File: config.mk
export PLATFORM = sky130hd
export DESIGN_NAME = mem_arbiter_flat
export DESIGN_NICKNAME = d
export VERILOG_FILES = /design/src/rtl/mem_arbiter_if.sv /design/src/rtl/mem_arbiter.sv /design/src/flat_wrapper.sv
export SDC_FILE = /design/constraint.sdc
export NUM_CORES = 1
export LEC_CHECK = 0
export ABC_AREA = 1
export CORE_MARGIN = 5
export CORE_UTILIZATION = 35
export CTS_BUF_LIST = sky130_fd_sc_hd__clkbuf_8
export CTS_CLUSTER_SIZE = 12
export DETAILED_ROUTE_END_ITERATION = 12
export GPL_ROUTABILITY_DRIVEN = 0
export HOLD_SLACK_MARGIN = 0.1
export PLACE_DENSITY = 0.9
export SYNTH_ARGS = -nofsm -noshare
export SYNTH_HDL_FRONTEND = slang
export SYNTH_SLANG_ARGS = --single-unit
export TNS_END_PERCENT = 50
File: constraint.sdc
create_clock -name clock -period 2.21 [get_ports clock]
set_input_delay 0.221 -clock clock [delete_from_list [all_inputs] [get_ports clock]]
set_output_delay 0.221 -clock clock [all_outputs]
set_load 0.01 [all_outputs]
File: src/rtl/mem_arbiter_if.sv
`default_nettype none
// ---------------------------------------------------------------------------
// mem_arbiter_if : request/response/memory bundle for the two-port arbiter
// Rev 1.0
// ---------------------------------------------------------------------------
interface mem_arbiter_if;
    // op: 0=read 1=write; access_size: 0=byte 1=half 2=word
    typedef struct packed {
        logic       op;
        logic [1:0] access_size;
        logic       read_unsigned;
    } mem_params_t;

    logic        if_req_valid;
    logic        if_req_ready;
    logic [31:0] if_addr;
    logic        if_resp_valid;
    logic        if_resp_ready;
    logic [31:0] if_resp_data;
    logic        if_resp_err;

    logic        ls_req_valid;
    logic        ls_req_ready;
    logic [31:0] ls_addr;
    logic [31:0] ls_wdata;
    mem_params_t ls_params;
    logic        ls_resp_valid;
    logic        ls_resp_ready;
    logic [31:0] ls_resp_data;
    logic        ls_resp_err;

    logic [31:0] mem_address;
    logic [31:0] mem_data_in;
    mem_params_t mem_params;
    logic [31:0] mem_data_out;

    modport slave (
        input  if_req_valid, if_addr, if_resp_ready,
        input  ls_req_valid, ls_addr, ls_wdata, ls_params, ls_resp_ready,
        input  mem_data_out,
        output if_req_ready, if_resp_valid, if_resp_data, if_resp_err,
        output ls_req_ready, ls_resp_valid, ls_resp_data, ls_resp_err,
        output mem_address, mem_data_in, mem_params
    );

    modport master (
        output if_req_valid, if_addr, if_resp_ready,
        output ls_req_valid, ls_addr, ls_wdata, ls_params, ls_resp_ready,
        output mem_data_out,
        input  if_req_ready, if_resp_valid, if_resp_data, if_resp_err,
        input  ls_req_ready, ls_resp_valid, ls_resp_data, ls_resp_err,
        input  mem_address, mem_data_in, mem_params
    );
endinterface
`default_nettype wire

File: src/rtl/mem_arbiter.sv
`default_nettype none
// ---------------------------------------------------------------------------
// mem_arbiter : fetch/LSU arbiter in front of a unified byte-addressed memory
// Rev 1.0
// ---------------------------------------------------------------------------
module mem_arbiter #(
    parameter int MAX_LSU_STREAK = 4
) (
    input  logic          clock,
    input  logic          reset,
    mem_arbiter_if.slave  bus
);
    localparam int         SW         = $clog2(MAX_LSU_STREAK + 1);
    localparam logic       OP_WRITE   = 1'b1;
    localparam logic [1:0] SIZE_HALF  = 2'd1;
    localparam logic [1:0] SIZE_WORD  = 2'd2;
    localparam logic [3:0] READ_WORD  = {1'b0, SIZE_WORD, 1'b1};
    localparam logic [SW-1:0] STREAK_MAX = SW'(MAX_LSU_STREAK);

    typedef enum logic [0:0] {IDLE = 1'b0, RESP = 1'b1} state_t;

    state_t        state;
    logic          owner_ls;
    logic [SW-1:0] streak;

    logic        if_valid_q, ls_valid_q, if_err_q, ls_err_q;
    logic [31:0] if_data_q, ls_data_q;

    logic        owner_ready, window, grant_ls, grant_if;
    logic        ls_misaligned, if_misaligned, misaligned, issue, is_write;
    logic [31:0] addr_mux, wdata_mux, resp_data;
    logic [3:0]  params_mux;

    always_comb begin
        owner_ready = owner_ls ? bus.ls_resp_ready : bus.if_resp_ready;
        window      = !reset && (state == IDLE || owner_ready);
        // LSU wins ties until it has starved a waiting fetch MAX_LSU_STREAK times
        grant_ls    = window && bus.ls_req_valid &&
                      !(bus.if_req_valid && streak == STREAK_MAX);
        grant_if    = window && bus.if_req_valid && !grant_ls;

        ls_misaligned = (bus.ls_params.access_size == SIZE_HALF && bus.ls_addr[0]) ||
                        (bus.ls_params.access_size == SIZE_WORD && bus.ls_addr[1:0] != 2'b00);
        if_misaligned = bus.if_addr[1:0] != 2'b00;
        misaligned    = grant_ls ? ls_misaligned : (grant_if && if_misaligned);
        issue         = (grant_ls || grant_if) && !misaligned;
        is_write      = grant_ls && bus.ls_params.op == OP_WRITE;

        addr_mux   = 32'd0;
        wdata_mux  = 32'd0;
        params_mux = READ_WORD;
        if (issue) begin
            if (grant_ls) begin
                addr_mux   = bus.ls_addr;
                wdata_mux  = bus.ls_wdata;
                params_mux = bus.ls_params;
            end else begin
                addr_mux   = bus.if_addr;
            end
        end

        resp_data = (misaligned || is_write) ? 32'd0 : bus.mem_data_out;
    end

    always_ff @(posedge clock) begin
        if (reset) begin
            state      <= IDLE;
            owner_ls   <= 1'b0;
            streak     <= '0;
            if_valid_q <= 1'b0;
            if_data_q  <= 32'd0;
            if_err_q   <= 1'b0;
            ls_valid_q <= 1'b0;
            ls_data_q  <= 32'd0;
            ls_err_q   <= 1'b0;
        end else begin
            if (grant_ls) begin
                state      <= RESP;
                owner_ls   <= 1'b1;
                ls_valid_q <= 1'b1;
                ls_data_q  <= resp_data;
                ls_err_q   <= misaligned;
                if_valid_q <= 1'b0;
                if_data_q  <= 32'd0;
                if_err_q   <= 1'b0;
            end else if (grant_if) begin
                state      <= RESP;
                owner_ls   <= 1'b0;
                if_valid_q <= 1'b1;
                if_data_q  <= resp_data;
                if_err_q   <= misaligned;
                ls_valid_q <= 1'b0;
                ls_data_q  <= 32'd0;
                ls_err_q   <= 1'b0;
            end else if (state == RESP && owner_ready) begin
                state      <= IDLE;
                if_valid_q <= 1'b0;
                if_data_q  <= 32'd0;
                if_err_q   <= 1'b0;
                ls_valid_q <= 1'b0;
                ls_data_q  <= 32'd0;
                ls_err_q   <= 1'b0;
            end

            if (grant_if || !bus.if_req_valid)
                streak <= '0;
            else if (grant_ls && streak != STREAK_MAX)
                streak <= streak + SW'(1);
        end
    end

    assign bus.if_req_ready  = grant_if;
    assign bus.ls_req_ready  = grant_ls;
    assign bus.if_resp_valid = if_valid_q;
    assign bus.if_resp_data  = if_data_q;
    assign bus.if_resp_err   = if_err_q;
    assign bus.ls_resp_valid = ls_valid_q;
    assign bus.ls_resp_data  = ls_data_q;
    assign bus.ls_resp_err   = ls_err_q;
    assign bus.mem_address   = addr_mux;
    assign bus.mem_data_in   = wdata_mux;
    assign bus.mem_params    = params_mux;
endmodule
`default_nettype wire

File: src/flat_wrapper.sv
// flat-port wrapper written by rule: the top's interface ports become plain ports
module mem_arbiter_flat 
#(
    parameter int MAX_LSU_STREAK = 4
)
  (clock, reset, bus_if_req_valid, bus_if_addr, bus_if_resp_ready, bus_ls_req_valid, bus_ls_addr, bus_ls_wdata, bus_ls_params, bus_ls_resp_ready, bus_mem_data_out, bus_if_req_ready, bus_if_resp_valid, bus_if_resp_data, bus_if_resp_err, bus_ls_req_ready, bus_ls_resp_valid, bus_ls_resp_data, bus_ls_resp_err, bus_mem_address, bus_mem_data_in, bus_mem_params);
  mem_arbiter_if bus_i ();
  input  logic clock;
  input  logic reset;
  input wire logic [$bits(bus_i.if_req_valid)-1:0] bus_if_req_valid;
  input wire logic [$bits(bus_i.if_addr)-1:0] bus_if_addr;
  input wire logic [$bits(bus_i.if_resp_ready)-1:0] bus_if_resp_ready;
  input wire logic [$bits(bus_i.ls_req_valid)-1:0] bus_ls_req_valid;
  input wire logic [$bits(bus_i.ls_addr)-1:0] bus_ls_addr;
  input wire logic [$bits(bus_i.ls_wdata)-1:0] bus_ls_wdata;
  input wire logic [$bits(bus_i.ls_params)-1:0] bus_ls_params;
  input wire logic [$bits(bus_i.ls_resp_ready)-1:0] bus_ls_resp_ready;
  input wire logic [$bits(bus_i.mem_data_out)-1:0] bus_mem_data_out;
  output wire logic [$bits(bus_i.if_req_ready)-1:0] bus_if_req_ready;
  output wire logic [$bits(bus_i.if_resp_valid)-1:0] bus_if_resp_valid;
  output wire logic [$bits(bus_i.if_resp_data)-1:0] bus_if_resp_data;
  output wire logic [$bits(bus_i.if_resp_err)-1:0] bus_if_resp_err;
  output wire logic [$bits(bus_i.ls_req_ready)-1:0] bus_ls_req_ready;
  output wire logic [$bits(bus_i.ls_resp_valid)-1:0] bus_ls_resp_valid;
  output wire logic [$bits(bus_i.ls_resp_data)-1:0] bus_ls_resp_data;
  output wire logic [$bits(bus_i.ls_resp_err)-1:0] bus_ls_resp_err;
  output wire logic [$bits(bus_i.mem_address)-1:0] bus_mem_address;
  output wire logic [$bits(bus_i.mem_data_in)-1:0] bus_mem_data_in;
  output wire logic [$bits(bus_i.mem_params)-1:0] bus_mem_params;
  assign bus_i.if_req_valid = bus_if_req_valid;
  assign bus_i.if_addr = bus_if_addr;
  assign bus_i.if_resp_ready = bus_if_resp_ready;
  assign bus_i.ls_req_valid = bus_ls_req_valid;
  assign bus_i.ls_addr = bus_ls_addr;
  assign bus_i.ls_wdata = bus_ls_wdata;
  assign bus_i.ls_params = bus_ls_params;
  assign bus_i.ls_resp_ready = bus_ls_resp_ready;
  assign bus_i.mem_data_out = bus_mem_data_out;
  assign bus_if_req_ready = bus_i.if_req_ready;
  assign bus_if_resp_valid = bus_i.if_resp_valid;
  assign bus_if_resp_data = bus_i.if_resp_data;
  assign bus_if_resp_err = bus_i.if_resp_err;
  assign bus_ls_req_ready = bus_i.ls_req_ready;
  assign bus_ls_resp_valid = bus_i.ls_resp_valid;
  assign bus_ls_resp_data = bus_i.ls_resp_data;
  assign bus_ls_resp_err = bus_i.ls_resp_err;
  assign bus_mem_address = bus_i.mem_address;
  assign bus_mem_data_in = bus_i.mem_data_in;
  assign bus_mem_params = bus_i.mem_params;
  mem_arbiter #(.MAX_LSU_STREAK(MAX_LSU_STREAK)) u_core (.clock(clock), .reset(reset), .bus(bus_i));
endmodule
* Word-level counts from Yosys, hierarchy flattened
Cells that the tools add are included.
** Word-level totals
- Memories :: 0
- Flip-flop bits (word level) :: 73
- RAM bits :: 0
- Bits in latches :: 0
- Memory bits (read-only) :: 0
- Output and inout port bits :: 138
** Cells by class
- Divide/modulo/power cells :: 0
- Reduce and logical (&&, ||, !) cells :: 30
- Add/subtract/negate cells :: 1
- Bitwise logic cells :: 1
- Equality and inequality tests :: 4
- $lt $le $gt $ge :: 0
- Mux-type cells :: 22
- Shift-type cells :: 0
- $mul :: 0
** Operators by type and width (number)
- two-way mux 32 bit :: 9
- logical AND 1 bit :: 13
- two-way mux 1 bit :: 11
- two-way mux 4 bit :: 2
- nonzero test 2 bit :: 4
- logical NOT 1 bit :: 5
- logical OR 1 bit :: 5
- OR reduction 2 bit :: 2
- adder 3 x 1 -> 3 bit, second input constant :: 1
- == test 3 bit, second input constant :: 1
- inequality test 3 bit, second input constant :: 1
- nonzero test 3 bit :: 1
- == test 2 x 1 -> 1 bit, second input constant :: 1
- == test 2 bit, second input constant :: 1
- inverter 1 bit :: 1

* Longest topological paths before layout
- Depth in word-level cells :: 12
- Depth in mapped cells :: 12
- Mapped depth without buffers :: 10

* Worst setup path after synthesis
Ideal clock, no wire load.
- Path type :: reg-to-output
- From :: reg u_core.streak[0]
- To :: out bus_mem_address[19]
- Buffers on the path :: 2
- Path slack :: 0.366 ns
- Stages on the path, launching flop included :: 12
- Arrival time :: 1.623 ns
- Cell sequence :: dfxtp_1 -> inv_1 -> ha_1 -> nand3_1 -> nand2_1 -> inv_1 -> nand3_2 -> inv_2 -> buf_2 -> buf_2 -> nand2_1 -> a21oi_1
** On the way
- Cells in the longest elaborated chain, start to end :: 11
- Elaborated cells on any way between the ends :: 13
** RTL lines
- start, declared :: RTL line mem_arbiter.sv:24 : logic [SW-1:0] streak;
- start signal, assigned :: RTL line mem_arbiter.sv:108 : streak <= streak + SW'(1);
- == test 3 bit * :: RTL line mem_arbiter.sv:39 : !(bus.if_req_valid && streak == STREAK_MAX);
- logical AND 1 bit * :: RTL line mem_arbiter.sv:39
- logical NOT 1 bit * :: RTL line mem_arbiter.sv:39
- logical AND 1 bit * :: RTL line mem_arbiter.sv:38 : grant_ls = window && bus.ls_req_valid &&
- via bus_ls_req_ready :: RTL line flat_wrapper.sv:23 : output wire logic [$bits(bus_i.ls_req_ready)-1:0] bus_ls_req_ready;
- logical NOT 1 bit :: RTL line mem_arbiter.sv:40 : grant_if = window && bus.if_req_valid && !grant_ls;
- logical AND 1 bit :: RTL line mem_arbiter.sv:40
- logical AND 1 bit :: RTL line mem_arbiter.sv:45 : misaligned = grant_ls ? ls_misaligned : (grant_if && if_misaligned);
- two-way mux 1 bit :: RTL line mem_arbiter.sv:45
- logical NOT 1 bit :: RTL line mem_arbiter.sv:46 : issue = (grant_ls || grant_if) && !misaligned;
- logical AND 1 bit :: RTL line mem_arbiter.sv:46
- two-way mux 32 bit * :: RTL line mem_arbiter.sv:52 : if (issue) begin
- end, declared :: RTL line flat_wrapper.sv:27 : output wire logic [$bits(bus_i.mem_address)-1:0] bus_mem_address;
Mark *: on every way through the listed nets, which the timed path passes. The rest lies on a longest branch.

* Final worst setup path
- From :: reg u_core.streak[0]
- To :: out bus_mem_address[16]
** On the way
- Cells in the longest elaborated chain, start to end :: 11
- Elaborated cells on any way between the ends :: 13
** RTL lines (RTL line)
- == test 3 bit * :: mem_arbiter.sv:39
- logical AND 1 bit * :: mem_arbiter.sv:39
- logical NOT 1 bit * :: mem_arbiter.sv:39
- logical AND 1 bit * :: mem_arbiter.sv:38
- logical NOT 1 bit :: mem_arbiter.sv:40
- logical AND 1 bit :: mem_arbiter.sv:40
- logical AND 1 bit :: mem_arbiter.sv:45
- two-way mux 1 bit :: mem_arbiter.sv:45
- logical NOT 1 bit :: mem_arbiter.sv:46
- logical AND 1 bit :: mem_arbiter.sv:46
- two-way mux 32 bit * :: mem_arbiter.sv:52
Mark *: on every way between the ends. The rest lies on a longest branch, timed or not.

==> flow_summary_export.csv <==
group,metric,value,unit
timing,finalSetupTns,-2.03,ns
timing,relSlewSlack,59.4,%
global_routing,grt_overflow,0,
drt,wl_met2,8470,um
timing,rsz0062_at_grt,"yes",
yosys,synth_top_cell_area_share,40.3,%
place,pre_cts_ws,-0.309,ns
global_routing,antenna_found_initial,0,
timing,finClkSkew,0.00763,ns
clocking,clk_pin_slew_worst_paths,0.09,ns
die,die_w,112,um
run,maxCapViolCount,0,
yosys,synthSimpleGateAreaFrac,29.2,%
yosys,synth_edf_count,0,
yosys,synth_area_leaders,"dfxtp_1, nand2_1, nand4_1, a21oi_1, inv_1",
worst_setup_path,cp.arrival,2.07,ns
clocking,cts_root_buffer,"clkbuf_8",
layout,syn_to_final_growth,95.6,%
layout,layout.area.seq,1460,um2
power,p_switching,1.16,mW
yosys,ys_dominant_reg_cell,"dfxtp_1",
timing,setup_ws,-0.0830,ns
clocking,tritoncts,"done",
layout,utilization,69.3,%
drt,routed_wl,16400,um
yosys,synth_adder_area_share,0.690,%
die,placement_rows,37,
layout,layout-drive-gt1-share,24.7,%
yosys,netlist_area,3630,um2
layout,instances_no_fill,967,
clocking,cts_buffers,9,
worst_setup_path,cp-start-kind,"register",
yosys,ys_seq_area_share,40.3,%
die,die_height,112,um
power,peakVddDrop,323,uV
timing,finalSetupViolations,29,
worst_setup_path,max_stage_delay,0.33,ns
drt,first_pass_iters,5,
yosys,synth.avg_cell_area,6.78,um2
drt,ant_nets,0,
drt,route.met3.wl,1070,um
yosys,synthMuxAreaShare,0,%
drt,met1Wirelength,6520,um
place,place_area,6610,um2
global_routing,grt_util_all_layers,22.9,%
place,dp_hpwl,11300,um
place,portBuffers,275,
clocking,htreeDepth,3,
layout,final_cell_mix,"clkdlybuf4s50_1, nand2_1, inv_1, dfxtp_1, nand4_1",
power,leakagePower,2.96,nW
timing,hold_viol,0,
die,start_util,35.4,%
yosys,synth_nets,675,
run_status,violations,"setup timing",
layout,n_antenna_cell,0,
power,power_frac_clock,27.4,%
clocking,insertion_delay,0.34,ns
drt,drt_iter0_markers,263,
drt,wire_per_inst,16.9,um
layout,multi_input_area,1900,um2
layout,num-nets-final,966,
worst_setup_path,cp_cell_sequence,"inv_2 -> ha_4 -> nand3_2 -> nand2_2 -> inv_2 -> nand3_4 -> inv_6 -> buf_6 -> o21ai_4 -> buf_12 -> buf_6 -> a21oi_1 -> buf_2",
yosys,synth-async-reset-ratio,0,%
power,powerDensity,506,nW/um2
yosys,synth_top_family_by_area,"simple AND/OR/NAND/NOR gates",
worst_setup_path,end_kind,"output pin",
power,p_seq_share,39.4,%
die,io_pins,276,
yosys,synth-compound-area-share,15.0,%
worst_setup_path,crit_path_top_delay_cell,"dfxtp_2",
global_routing,grt_pass1_vias,4411,
worst_setup_path,crit_family,"buffers and inverters",
yosys,yosys.area.top_type,"dfxtp_1",
global_routing,grt_max_degree,65,
worst_setup_path,crit_required,1.99,ns
clocking,tritoncts_num_sinks,73,
layout,layout_commonest_cell,"clkdlybuf4s50_1",
timing,clock.fmax,436,MHz
layout,fillers,795,
worst_setup_path,critPathBufInv,7,
die,die_area,12500,um2
drt,top_layer_used,"met4",
run_status,outcome,"finished with violations",
drt,drcViolationCount,0,
timing,worst_slew_pin_slew,0.609,ns
drt,vias_per_cell,4.94,
drt,route.vias.total,4778,
yosys,yosysWarnings,0,
yosys,ys_types,28,
power,combPwrFrac,33.2,%
worst_setup_path,crit_type,"reg2out",
min_path,holdCritPathClass,"reg2reg",
layout,finish.instance_area,7090,um2
die,fp.coreArea,10200,um2
yosys,ys_ff_latch,73,
yosys,synth-xor-area-share,0.242,%
timing,final.period_utilization,104,%
yosys,synthCells,535,
power,power_switching_share,32.2,%
clocking,clk_path_buf_depth,2,
global_routing,grt_pass1_wl,23400,um
power,p_int,2.43,mW
place,dp.cells,932,
worst_setup_path,crit_path_max_fanout,8,
timing,drv_slew,0,
timing,fin_crit,2.29,ns
## state kept, by name, summed over array words and instances, names as in the netlist
register / cells
u_core.bus.ls_resp_data: 32
u_core.streak: 3
u_core.owner_ls: 1
u_core.bus.if_resp_valid: 1
u_core.bus.if_resp_err: 1
u_core.bus.ls_resp_valid: 1
u_core.state: 1
u_core.bus.ls_resp_err: 1
u_core.bus.if_resp_data: 32
## cell families after synthesis
kind of cell | after synthesis
and+or+nand+nor | 228
xor gates and xnor gates | 1
buffers and inverters | 124
AOI/OAI and AO/OA | 107
adders and majority gates | 2
DFF | 73
## routing by layer
metal	global-route usage, %	up-vias
li1	-	2338
met1	28.0	2200
met2	40.5	216
met3	4.78	24
met4	6.49	0
met5	0	-
## Yosys cell counts (2+ instances only)
master / n
a21oi_1: 69
buf_1: 4
buf_2: 31
buf_4: 4
clkbuf_1: 3
dfxtp_1: 73
ha_1: 2
inv_1: 78
inv_2: 3
nand2_1: 111
nand3_1: 2
nand3_2: 3
nand4_1: 64
nor2_1: 41
o21ai_1: 33
or2_1: 2
## power groups by stage
stage / Clock, mW / Sequential [mW] / Combinational [mW]
final: 0.983 / 1.41 / 1.19
after global placement: 0 / 1.44 / 1.04
after floorplan: 0 / 1.47 / 0.376
after global routing: 1.06 / 1.42 / 1.27
after CTS: 1.01 / 1.41 / 1.07
after detailed placement: 0 / 1.44 / 1.06
## tightest hold or removal path, cell delays in order, from the launching register on
cell	delay (ns)
dfxtp_1	0.31
inv_1	0.05
o21ai_1	0.05
## path summary, 6_finish.rpt
kind | from | to | slack (ns) | cells past startpoint
hold / removal | u_core.bus.ls_resp_data[27] | u_core.bus.ls_resp_data[27] | 0.46 | 2
setup reg to reg | u_core.streak[0] | u_core.bus.if_resp_data[13] | 0.10 | 11
setup / recovery | u_core.streak[0] | bus_mem_address[16] | -0.08 | 13
hold reg to reg | u_core.bus.ls_resp_data[27] | u_core.bus.ls_resp_data[27] | 0.46 | 2
## timing repair
item                       in CTS  in global routing
resized for setup             263                110
buffers inserted                2                  9
hold buffers                    0                  0
pin swaps                       4                  4
setup endpoints to repair      70                 75
gates cloned                    4                  4
## through the flow
stage / hold slack (ns) / total power, mW
4_1_cts: 0.460 / 3.49
3_5_place_dp: 0.444 / 2.50
6_report: 0.457 / 3.59
2_1_floorplan: 0.290 / 1.85
5_1_grt: 0.477 / 3.75
3_3_place_gp: 0.442 / 2.49
## area by class of cell
type,instances,area share (%)
Clock buffer,9,1.75
Clock inverter,7,0.847
Inverter,81,4.36
Multi-Input combinational cell,338,26.8
Sequential cell,73,20.6
Tap cell,136,2.40
Timing Repair Buffer,323,43.2
No activity file was read; power rests on OpenSTA's default activity.
